$ cat config.mk
export PLATFORM = sky130hd
export DESIGN_NAME = melody_sequencer
export DESIGN_NICKNAME = d
export VERILOG_FILES = /design/src/rtl/melody_sequencer.sv
export SDC_FILE = /design/constraint.sdc
export NUM_CORES = 1
export LEC_CHECK = 0
export CAP_MARGIN = 10
export CELL_PAD_IN_SITES_DETAIL_PLACEMENT = 0
export CELL_PAD_IN_SITES_GLOBAL_PLACEMENT = 1
export CORE_MARGIN = 1.5
export CORE_UTILIZATION = 50
export CTS_BUF_LIST = sky130_fd_sc_hd__clkbuf_4 sky130_fd_sc_hd__clkbuf_8
export DETAILED_ROUTE_END_ITERATION = 10
export MAX_ROUTING_LAYER = met4
export PLACE_DENSITY_LB_ADDON = 0.1
export SYNTH_ARGS = -nofsm -noshare
export SYNTH_HDL_FRONTEND = slang
export SYNTH_SLANG_ARGS = --single-unit
$ cat constraint.sdc
create_clock -name clk12MHz -period 6.31 [get_ports clk12MHz]
set_clock_uncertainty 0.05 [all_clocks]
set_input_delay 1.262 -clock clk12MHz [delete_from_list [all_inputs] [get_ports clk12MHz]]
set_output_delay 1.262 -clock clk12MHz [all_outputs]
set_load 0.005 [all_outputs]
$ cat src/rtl/melody_sequencer.sv
// Plays a writable table of (half-period, duration) entries as a timed square wave with a silent gap after each entry.
// Latency: start -> LOAD next cycle -> PLAY the cycle after; first note rise comes half cycles into PLAY.
// No backpressure: start/wr_en are ignored while busy, and stop aborts to IDLE on the next edge.
`timescale 1ns/1ps
module melody_sequencer #(
  parameter int DEPTH     = 16,
  parameter int HALF_W    = 16,
  parameter int DUR_W     = 10,
  parameter int TICK_DIV  = 12000,
  parameter int GAP_TICKS = 20,
  localparam int ADDR_W   = (DEPTH > 1) ? $clog2(DEPTH) : 1
) (
  input  logic              clk12MHz,
  input  logic              rst_n,
  input  logic              start,
  input  logic              stop,
  input  logic              loop,
  input  logic              wr_en,
  input  logic [ADDR_W-1:0] wr_addr,
  input  logic [HALF_W-1:0] wr_half,
  input  logic [DUR_W-1:0]  wr_dur,
  output logic              note,
  output logic              tone_en,
  output logic [ADDR_W-1:0] note_idx,
  output logic              busy,
  output logic              done
);

  localparam int PRE_W = (TICK_DIV > 1) ? $clog2(TICK_DIV) : 1;
  localparam int GAP_W = (GAP_TICKS > 1) ? $clog2(GAP_TICKS) : 1;
  localparam logic [PRE_W-1:0]  PRE_LAST = PRE_W'(TICK_DIV - 1);
  localparam logic [GAP_W-1:0]  GAP_LAST = GAP_W'((GAP_TICKS > 0) ? GAP_TICKS - 1 : 0);
  localparam logic [ADDR_W-1:0] IDX_LAST = ADDR_W'(DEPTH - 1);

  typedef enum logic [1:0] {S_IDLE, S_LOAD, S_PLAY, S_GAP} state_t;

  state_t             state_q;
  logic [HALF_W-1:0]  half_mem_q [DEPTH];
  logic [DUR_W-1:0]   dur_mem_q  [DEPTH];
  logic [HALF_W-1:0]  half_q, tog_q;
  logic [DUR_W-1:0]   dur_q, tick_q;
  logic [PRE_W-1:0]   pre_q;
  logic [GAP_W-1:0]   gap_q;
  logic [ADDR_W-1:0]  note_idx_q, idx_d;
  logic               end_q, end_d;
  logic               note_q, tone_en_q, busy_q, done_q;
  logic [HALF_W-1:0]  rd_half_d;
  logic [DUR_W-1:0]   rd_dur_d;
  logic               tick_d;

  assign note     = note_q;
  assign tone_en  = tone_en_q;
  assign note_idx = note_idx_q;
  assign busy     = busy_q;
  assign done     = done_q;

  // Song table: writable only while idle, never cleared by reset
  always_ff @(posedge clk12MHz) begin
    if (wr_en && state_q == S_IDLE) begin
      half_mem_q[wr_addr] <= wr_half;
      dur_mem_q[wr_addr]  <= wr_dur;
    end
  end

  // Entry advance: past the last entry we latch an end flag instead of wrapping the index
  always_comb begin
    rd_half_d = half_mem_q[note_idx_q];
    rd_dur_d  = dur_mem_q[note_idx_q];
    tick_d    = (pre_q == PRE_LAST);
    idx_d     = note_idx_q;
    end_d     = end_q;
    if (note_idx_q == IDX_LAST) end_d = 1'b1;
    else                        idx_d = note_idx_q + ADDR_W'(1);
  end

  // Sequencer FSM with registered outputs; stop overrides every state
  always_ff @(posedge clk12MHz) begin
    if (!rst_n) begin
      state_q    <= S_IDLE;
      note_q     <= 1'b0;
      tone_en_q  <= 1'b0;
      busy_q     <= 1'b0;
      done_q     <= 1'b0;
      note_idx_q <= '0;
      end_q      <= 1'b0;
      half_q     <= '0;
      dur_q      <= '0;
      tog_q      <= '0;
      tick_q     <= '0;
      pre_q      <= '0;
      gap_q      <= '0;
    end else begin
      done_q <= 1'b0;
      if (stop) begin
        state_q   <= S_IDLE;
        note_q    <= 1'b0;
        tone_en_q <= 1'b0;
        busy_q    <= 1'b0;
      end else begin
        case (state_q)
          S_IDLE: begin
            if (start) begin
              state_q    <= S_LOAD;
              busy_q     <= 1'b1;
              note_idx_q <= '0;
              end_q      <= 1'b0;
            end
          end
          S_LOAD: begin
            half_q <= rd_half_d;
            dur_q  <= rd_dur_d;
            pre_q  <= '0;
            tick_q <= '0;
            tog_q  <= '0;
            gap_q  <= '0;
            note_q <= 1'b0;
            if (end_q || rd_dur_d == '0) begin
              if (loop && note_idx_q != '0) begin
                note_idx_q <= '0;
                end_q      <= 1'b0;
              end else begin
                state_q <= S_IDLE;
                busy_q  <= 1'b0;
                done_q  <= 1'b1;
              end
            end else begin
              state_q   <= S_PLAY;
              tone_en_q <= (rd_half_d != '0);
            end
          end
          S_PLAY: begin
            pre_q <= tick_d ? '0 : pre_q + PRE_W'(1);
            if (tick_d) tick_q <= tick_q + DUR_W'(1);
            if (half_q != '0) begin
              if (tog_q == half_q - HALF_W'(1)) begin
                tog_q  <= '0;
                note_q <= ~note_q;
              end else begin
                tog_q <= tog_q + HALF_W'(1);
              end
            end
            // Last cycle of the entry: silence wins over a coincident toggle
            if (tick_d && tick_q == dur_q - DUR_W'(1)) begin
              note_q    <= 1'b0;
              tone_en_q <= 1'b0;
              tick_q    <= '0;
              tog_q     <= '0;
              if (GAP_TICKS == 0) begin
                state_q    <= S_LOAD;
                note_idx_q <= idx_d;
                end_q      <= end_d;
              end else begin
                state_q <= S_GAP;
              end
            end
          end
          S_GAP: begin
            pre_q <= tick_d ? '0 : pre_q + PRE_W'(1);
            if (tick_d) begin
              if (gap_q == GAP_LAST) begin
                state_q    <= S_LOAD;
                note_idx_q <= idx_d;
                end_q      <= end_d;
              end else begin
                gap_q <= gap_q + GAP_W'(1);
              end
            end
          end
          default: state_q <= S_IDLE;
        endcase
      end
    end
  end

endmodule

== After elaboration in Yosys (flattened, before gate mapping) ==
Memories as Yosys holds them, arrays and structs flattened. A register that Yosys moved wholly into a read port is not among the register bits.
Cells that the tools add are included.
Widths: inputs -> output; s select.

* Register bits: 82
* RAM bits: 416
* Bits of input ports: 36
* Logic and storage cells: 129
* Memories: 2

* Add/subtract/negate cells: 7
* Equal/unequal tests: 23
* Mux-type cells: 51
* Bitwise logic cells: 5
* Reduce and logical (&&, ||, !) cells: 28

{| class="wikitable"
|+ Memories
! name !! depth !! bits a word !! rd ports !! clocked after Yosys merged registers in !! wr ports !! RTL line !! text
|-
| half_mem_q || 16 || 16 || 1 || 1 || 1 || 38 || <nowiki>logic [HALF_W-1:0] half_mem_q [DEPTH];</nowiki>
|-
| dur_mem_q || 16 || 10 || 1 || 1 || 1 || 39 || <nowiki>logic [DUR_W-1:0] dur_mem_q [DEPTH];</nowiki>
|}

{| class="wikitable"
|+ Operator list
! cell !! number
|-
| $mux 16 || 3
|-
| $mux 4 || 10
|-
| $pmux 16 s2 || 1
|-
| $reduce_bool 16->1 || 2
|-
| $pmux 14 s2 || 1
|-
| $ne 2x2->1 const B || 11
|-
| $mux 10 || 2
|-
| $pmux 10 s2 || 1
|-
| $mux 1 || 17
|-
| $add 16x1->16 const B || 1
|-
| $eq 16x16->1 || 1
|-
| $reduce_and 8->1 || 2
|-
| $sub 16x1->16 const B || 1
|-
| $add 14x1->14 const B || 1
|-
| $eq 14x14->1 const B || 1
|-
| $mux 14 || 1
|-
| $mux 2 || 6
|-
| $ne 3x3->1 const B || 4
|-
| $pmux 4 s3 || 1
|-
| $reduce_and 3->1 || 4
|-
| $add 10x1->10 const B || 1
|-
| $eq 10x10->1 || 1
|-
| $logic_not 10->1 || 1
|-
| $mux 5 || 2
|-
| other kinds (23) || 38
|}

== Longest topological paths before layout ==
Gate-level depths: netlist (run 1).

* Word-level depth: 7
* Mapped depth: 12
* Depth with buffers taken out: 10

== Least setup slack after synthesis (run 1) ==
Ideal clock, no wire load.

* Path kind: input to register
* Start: input port wr_addr[1]
* End: memory dur_mem_q[0][0], enable pin
* Arrival: 3500 ps
* Setup slack: 2318 ps
* Stages: 2
* Path through: or3_1 > nor3_1

{| class="wikitable"
|+ RTL lines
! element !! RTL line !! text
|-
| start: declaration || 19 || <nowiki>input logic [ADDR_W-1:0] wr_addr,</nowiki>
|-
| end: declaration || 39 ||
|}

Straight into the memory's write port.

==> results of run 1 <==
cells by family after synthesis:
family | synth area share [%]
compound gates | 5.52
simple gates | 7.77
buf+inv | 1.44
flops | 68.7
fa+ha+maj | 0.787
xor+xnor | 2.41
mux | 13.3
flip-flops by register name, indices dropped and copies added, names as in the netlist, named ones only:
name        flops
half_mem_q    256
dur_mem_q     160
half_q         16
tog_q          16
pre_q          14
dur_q          10
tick_q         10
gap_q           5
note_idx        4
state_q         2
busy            1
done            1
end_q           1
note            1
tone_en         1
metal layers:
layer  vias up  part of all wire (%)  global-route usage [%]
met4         0                   2.3                    6.83
li1       5226                     -                       -
met5         -                     0                       -
met2       289                    49                    36.6
met1      5813                    44                    30.6
met3        79                   5.3                    4.27
worst max-delay path by stage:
stage | startpoint | to | slack [ns] | depth (start not counted)
after global placement | register | register | 2.42 | 9
after global routing | register | register | 1.87 | 9
after detailed placement | register | register | 2.37 | 9
after CTS | register | register | 2.34 | 9
final | register | register | 2.26 | 9
after floorplan | wr_addr[1] | dur_mem_q[0][0]$_DFFE_PP_ | 2.32 | 2
worst max-delay path: stages (launching register included):
cell and delay [ns]:
dfxtp_4 0.40, buf_4 0.33, nor2_1 0.79, a221oi_1 0.27
a22oi_1 0.25, o21ai_0 0.27, nor4_1 0.62, a31oi_1 0.40
or3_1 0.47, nand3_1 0.10
through the flow:
stage	hold slack, ns	power [mW]	worst slack (ns)	utilization [%]
after global placement	0.419	3.92	2.42	53.5
after detailed placement	0.439	3.93	2.37	53.5
final	0.441	6.66	2.26	57.5
after global routing	0.476	6.90	1.87	57.5
after CTS	0.449	6.74	2.34	57.5
after floorplan	0.408	3.82	2.32	-
power groups by stage:
stage               Clock [mW]  Combinational (mW)  Sequential, mW
finish                    2.80               0.216            3.64
global route              3.01               0.239            3.64
CTS                       2.88               0.219            3.64
detailed placement           0               0.218            3.71
global placement             0               0.215            3.71
floorplan                    0               0.113            3.71
cells in the final DEF, fill, tap and decap left out, drive strengths merged, types with 30 or more instances in the layout:
| master | synthesis | final |
|---|---|---|
| clkbuf | 32 | 118 |
| clkdlybuf4s50 | 0 | 43 |
| dfxtp | 86 | 86 |
| edfxtp | 416 | 416 |
| mux2i | 30 | 30 |
| mux4 | 105 | 105 |
| nand2 | 73 | 73 |
| nand3 | 35 | 35 |
| nor2 | 84 | 84 |
| o21ai | 31 | 31 |
final cells by class:
type / instances / area (um^2)
Fill cell: 3199 / 17300
Sequential cell: 502 / 14200
Multi-Input combinational cell: 684 / 6280
Clock buffer: 118 / 1430
Tap cell: 532 / 666
Timing Repair Buffer: 67 / 623
Clock inverter: 29 / 209
Inverter: 18 / 67.6
==> impl_metrics.py, run 1 <==
metrics = {
    "logic_synthesis": {
        "syn_inst": 1258,
        "synth.distinct_cells": 72,
        "async_reset_ff_share_pct": 0,
        "ys_top_cells_by_area": "edfxtp_1, mux4_2, dfxtp_1",
        "synth_fp_nets": 1307,
        "yosys_warnings": 0,
        "synth_ff_type": "edfxtp_1",
        "synth_area_leader_cell": "edfxtp_1",
        "synth_top_area_share_pct": 60.4,
        "synth.yosys.seq_area_share_pct": 68.7,
        "post_synth.cell_area_avg_um2": 16.4,
        "synth.cells.most_frequent": "edfxtp_1, mux4_2, dfxtp_1",
        "synth.cell_area_um2": 20700,
        "synth.most_common_cell": "edfxtp_1",
        "flops_latches_synth": 502,
        "synth-edff-count": 416,
    },
    "cts": {
        "cts_sinks": 502,
        "post_cts.repair.setup_buffers": 0,
        "cts_tree": "built",
        "gates_resized_cts_repair": 0,
        "cts_buffers": 84,
        "max-clock-path-buffers": 3,
        "clkTransAtPathRegs_ns": 0.06,
        "cts_max_level": 3,
        "ctsRootBufferMaster": "clkbuf_8",
        "clock_latency_ns": 0.65,
        "count_of_hold_fix_buffers_inserted_at_cts": 0,
    },
    "outcome": {
        "outcome": "completed",
    },
    "timing": {
        "timing.final.hold_violations": 0,
        "rsz_0062_raised_after_global_routing": "false",
        "final_period_minus_worst_setup_slack_ns": 4.05,
        "clock.fmax_ghz": 0.247,
        "timing.final.crit_share_pct": 64.1,
        "report.final.setup_viol": 0,
        "max-slew-margin-rel_pct": 17.2,
        "worst_pin_slew_ns": 1.24,
        "final_report_max_slew_violation_count": 0,
        "totalNegativeSetupSlack_ns": 0,
    },
    "worst_setup_path": {
        "timing.critical_path.fanout_max": 42,
        "worst-endpoint-arrival_ns": 4.56,
        "worst-r2r-cell-count": 9,
        "regToRegSetupSlack_ns": 2.26,
        "setup_crit_end_kind": "register",
        "critical_path_required_ns": 6.82,
        "timing.setup.critical_path_class": "reg -> reg",
        "worstSetupStartpointType": "register",
    },
    "pwr": {
        "power.clock.fraction_pct": 42.1,
        "ir_drop_mv": 0.265,
        "comb_power_share_pct": 3.2,
        "pwr-share-seq_pct": 54.7,
        "power_switching_mw": 1.41,
        "total_internal_power_mw": 5.25,
        "swShare_pct": 21.2,
        "leakagePower_nw": 7.30,
        "p_per_area_nw_per_um2": 283,
    },
    "grt": {
        "grt_use_total_pct": 23.1,
        "first_global_vias": 11558,
        "grt_antenna_before_repair": 0,
        "grt_remaining_overflow": 0,
        "grt_pass1_wl_um": 69700,
        "grt_max_degree": 52,
    },
    "place": {
        "postPlaceCellArea_um2": 21900,
        "place.detailed.hpwl_um": 26400,
        "placedCellCount": 1803,
        "place.gp.congestion": 0.814,
        "buffer_ports.inserted": 43,
    },
    "cells_and_area": {
        "area.growth.synth_to_final_pct": 13.6,
        "antenna_cells_inserted": 0,
        "drive_gt1_share_pct": 21.8,
        "finish.instance_area_um2": 23500,
        "finish.cell_count_without_fillers": 1950,
        "nets": 1406,
    },
    "floorplan": {
        "die_height_um": 206,
        "floorplan.rows": 74,
        "io-pin-count": 44,
        "fp.dieW_um": 206,
        "start_util_pct": 50.6,
        "core-area_um2": 40800,
        "design.die.area_um2": 42600,
    },
    "route": {
        "first_pass_detailed_route_iteration_total": 5,
        "vias_per_cell": 5.85,
        "drt_drc_violations_left": 0,
        "detailroute.via_count": 11407,
        "initialDrtViolationCount": 847,
        "routedWlPerCell_um": 23.4,
        "antenna_violating_nets_post_route": 0,
        "totalWireLength_um": 45500,
    },
    "worst_hold_path": {
        "hold_path_class": "reg -> reg",
        "min-delay-start": "half_q[13]$_SDFFE_PN0P_",
        "holdPathEnd": "half_q[13]$_SDFFE_PN0P_",
        "timing.hold.worst_path_depth": 2,
    },
    "job": {
        "max-cap-violations": 0,
    },
}
(Power assumes the default switching activity.)
==> run 2, diff against run 1 <==
==> constraint.sdc (replaced) <==
create_clock -name clk12MHz -period 3.9 [get_ports clk12MHz]
set_clock_uncertainty 0.05 [all_clocks]
set_input_delay 0.78 -clock clk12MHz [delete_from_list [all_inputs] [get_ports clk12MHz]]
set_output_delay 0.78 -clock clk12MHz [all_outputs]
set_load 0.005 [all_outputs]
==> run 2 against run 1 <==
Compared with the run above: count of clock-buffer cells in the layout rose by 2; register-to-register slack worse by 1.8 ns; sequential share of layout area fell by 0.37 points; first-iteration DRC count fell by 8.9%; worst hold slack improved by 0.0056 ns; worst setup slack got worse by 1.8 ns; power grew 60%; final area rose by 0.61%; utilization grew 0.35 points; critical path depth rose by 1; sequential cell count is the same; routed wire length grew 0.60%; largest cell class unchanged; highest routed layer unchanged.
==> impl_metrics.py, run 2 (synthesized netlist as in run 1, its figures left out) <==
metrics = {
    "floorplan": {
        "die_height_um": 206,
        "design.die.area_um2": 42600,
        "floorplan.rows": 74,
        "start_util_pct": 50.6,
        "io-pin-count": 44,
        "fp.dieW_um": 206,
        "core-area_um2": 40800,
    },
    "cts": {
        "cts_sinks": 502,
        "cts_buffers": 81,
        "gates_resized_cts_repair": 0,
        "max-clock-path-buffers": 3,
        "count_of_hold_fix_buffers_inserted_at_cts": 0,
        "cts_max_level": 3,
        "clkTransAtPathRegs_ns": 0.06,
        "cts_tree": "built",
        "post_cts.repair.setup_buffers": 0,
        "clock_latency_ns": 0.65,
        "ctsRootBufferMaster": "clkbuf_8",
    },
    "outcome": {
        "outcome": "completed",
    },
    "place": {
        "postPlaceCellArea_um2": 22100,
        "place.detailed.hpwl_um": 27700,
        "place.gp.congestion": 0.819,
        "buffer_ports.inserted": 43,
    },
    "cells_and_area": {
        "filler_cell_count": 3182,
        "finish.instance_area_um2": 23600,
        "layout.cells.most_common": "edfxtp_1",
        "nets": 1425,
        "area.growth.synth_to_final_pct": 14.3,
        "reg.largest.list": "half_mem_q x256, dur_mem_q x160",
        "drive_gt1_share_pct": 23.3,
        "most-common-layout-cells": "edfxtp_1, mux4_2, clkbuf_8, dfxtp_1, nand2_1",
        "largest_register_ffs": 256,
        "largest-register": "half_mem_q",
    },
    "route": {
        "antenna_violating_nets_post_route": 0,
        "routedWlPerCell_um": 23.3,
        "vias_per_cell": 5.80,
        "drt_drc_violations_left": 0,
        "initialDrtViolationCount": 772,
        "totalWireLength_um": 45800,
        "detailroute.via_count": 11418,
        "first_pass_detailed_route_iteration_total": 5,
    },
    "pwr": {
        "leakagePower_nw": 7.39,
        "ir_drop_mv": 0.283,
        "p_per_area_nw_per_um2": 450,
    },
    "timing": {
        "max-slew-margin-rel_pct": 48.3,
        "worst_pin_slew_ns": 0.769,
        "rsz_0062_raised_after_global_routing": "false",
        "timing.final.hold_violations": 0,
        "final_report_max_slew_violation_count": 0,
        "final_period_minus_worst_setup_slack_ns": 3.48,
        "totalNegativeSetupSlack_ns": 0,
        "timing.final.crit_share_pct": 89.2,
        "report.final.setup_viol": 0,
        "clock.fmax_ghz": 0.287,
    },
    "worst_setup_path": {
        "critical_path_required_ns": 4.42,
        "worstSetupStartpointType": "register",
        "cp_num_buf_inv": 1,
        "timing.setup.critical_path_class": "reg -> reg",
        "timing.critical_path.fanout_max": 14,
        "cp_cell_sequence": "inv_1 > ha_1 > xnor2_1 > a311oi_1 > nand3_1 > or4_1 > o2111ai_2 > nand3_1 > or4_1 > a21oi_2",
        "worst-endpoint-arrival_ns": 4.00,
        "setup_crit_end_kind": "register",
        "cp_delay_by_family_top": "simple AND/OR/NAND/NOR gates",
        "max_stage_delay_ns": 0.62,
        "timing.critical_path.slowest_stage_cell": "or4_1",
    },
    "grt": {
        "grt_max_degree": 49,
        "first_global_vias": 11428,
        "grt_antenna_before_repair": 1,
        "grt_pass1_wl_um": 69200,
        "grt_use_total_pct": 23.0,
        "grt_remaining_overflow": 0,
    },
    "job": {
        "max-cap-violations": 0,
    },
    "worst_hold_path": {
        "hold_path_class": "reg -> reg",
    },
}
-- run 2: report_power, final --
part           total (mW)  switching, mW  internal [mW]
combinational       0.358          0.227          0.131
clock                4.39           2.04           2.36
sequential           5.89         0.0247           5.87
total                10.6           2.29           8.35
-- run 2: worst min-delay path: stages (launching register included) --
cell and delay [ns]:
dfxtp_1 0.33, nand2_1 0.06, a21boi_0 0.06
-- run 2: area by class of cell --
cell class / count / area (um^2) / area share (%)
clock buffers: 120 / 1430 / 6.03
well taps: 532 / 666 / 2.82
clock inverters: 24 / 150 / 0.635
multi-input cells: 684 / 6280 / 26.6
inverters: 18 / 67.6 / 0.286
flip-flops and latches: 502 / 14200 / 60.2
diodes: 1 / 2.50 / 0.0106
repair buffers: 89 / 826 / 3.49
-- run 2: worst paths after layout --
| kind | slack [ns] | cells after the start | from | endpoint |
|---|---|---|---|---|
| worst max-delay path | 0.42 | 10 | dur_q[0]$_SDFFE_PN0P_ | tog_q[12]$_SDFFE_PN0P_ |
| worst min-delay path | 0.45 | 2 | dur_q[4]$_SDFFE_PN0P_ | dur_q[4]$_SDFFE_PN0P_ |
| worst max register to register | 0.42 | 10 | dur_q[0]$_SDFFE_PN0P_ | tog_q[12]$_SDFFE_PN0P_ |
| worst min register to register | 0.45 | 2 | dur_q[4]$_SDFFE_PN0P_ | dur_q[4]$_SDFFE_PN0P_ |
-- run 2: per-layer routing --
metal / up-vias / routed length [um] / GRT usage [%]
li1: 5251 / - / -
met4: 0 / 1040 / 6.75
met1: 5805 / 20300 / 30.5
met5: - / 0 / -
met2: 287 / 22500 / 36.7
met3: 75 / 1990 / 4.01
-- run 2: stage by stage --
step,worst slack (ns),util [%],hold slack [ns],total power [mW],cells
after floorplan,0.390,-,0.408,6.18,1258
after detailed placement,0.421,54.0,0.444,6.36,1825
after CTS,0.393,57.9,0.453,10.8,1969
after global placement,0.485,54.0,0.415,6.36,1825
after global routing,0.128,57.9,0.479,11.0,1970
final,0.420,57.9,0.447,10.6,1970
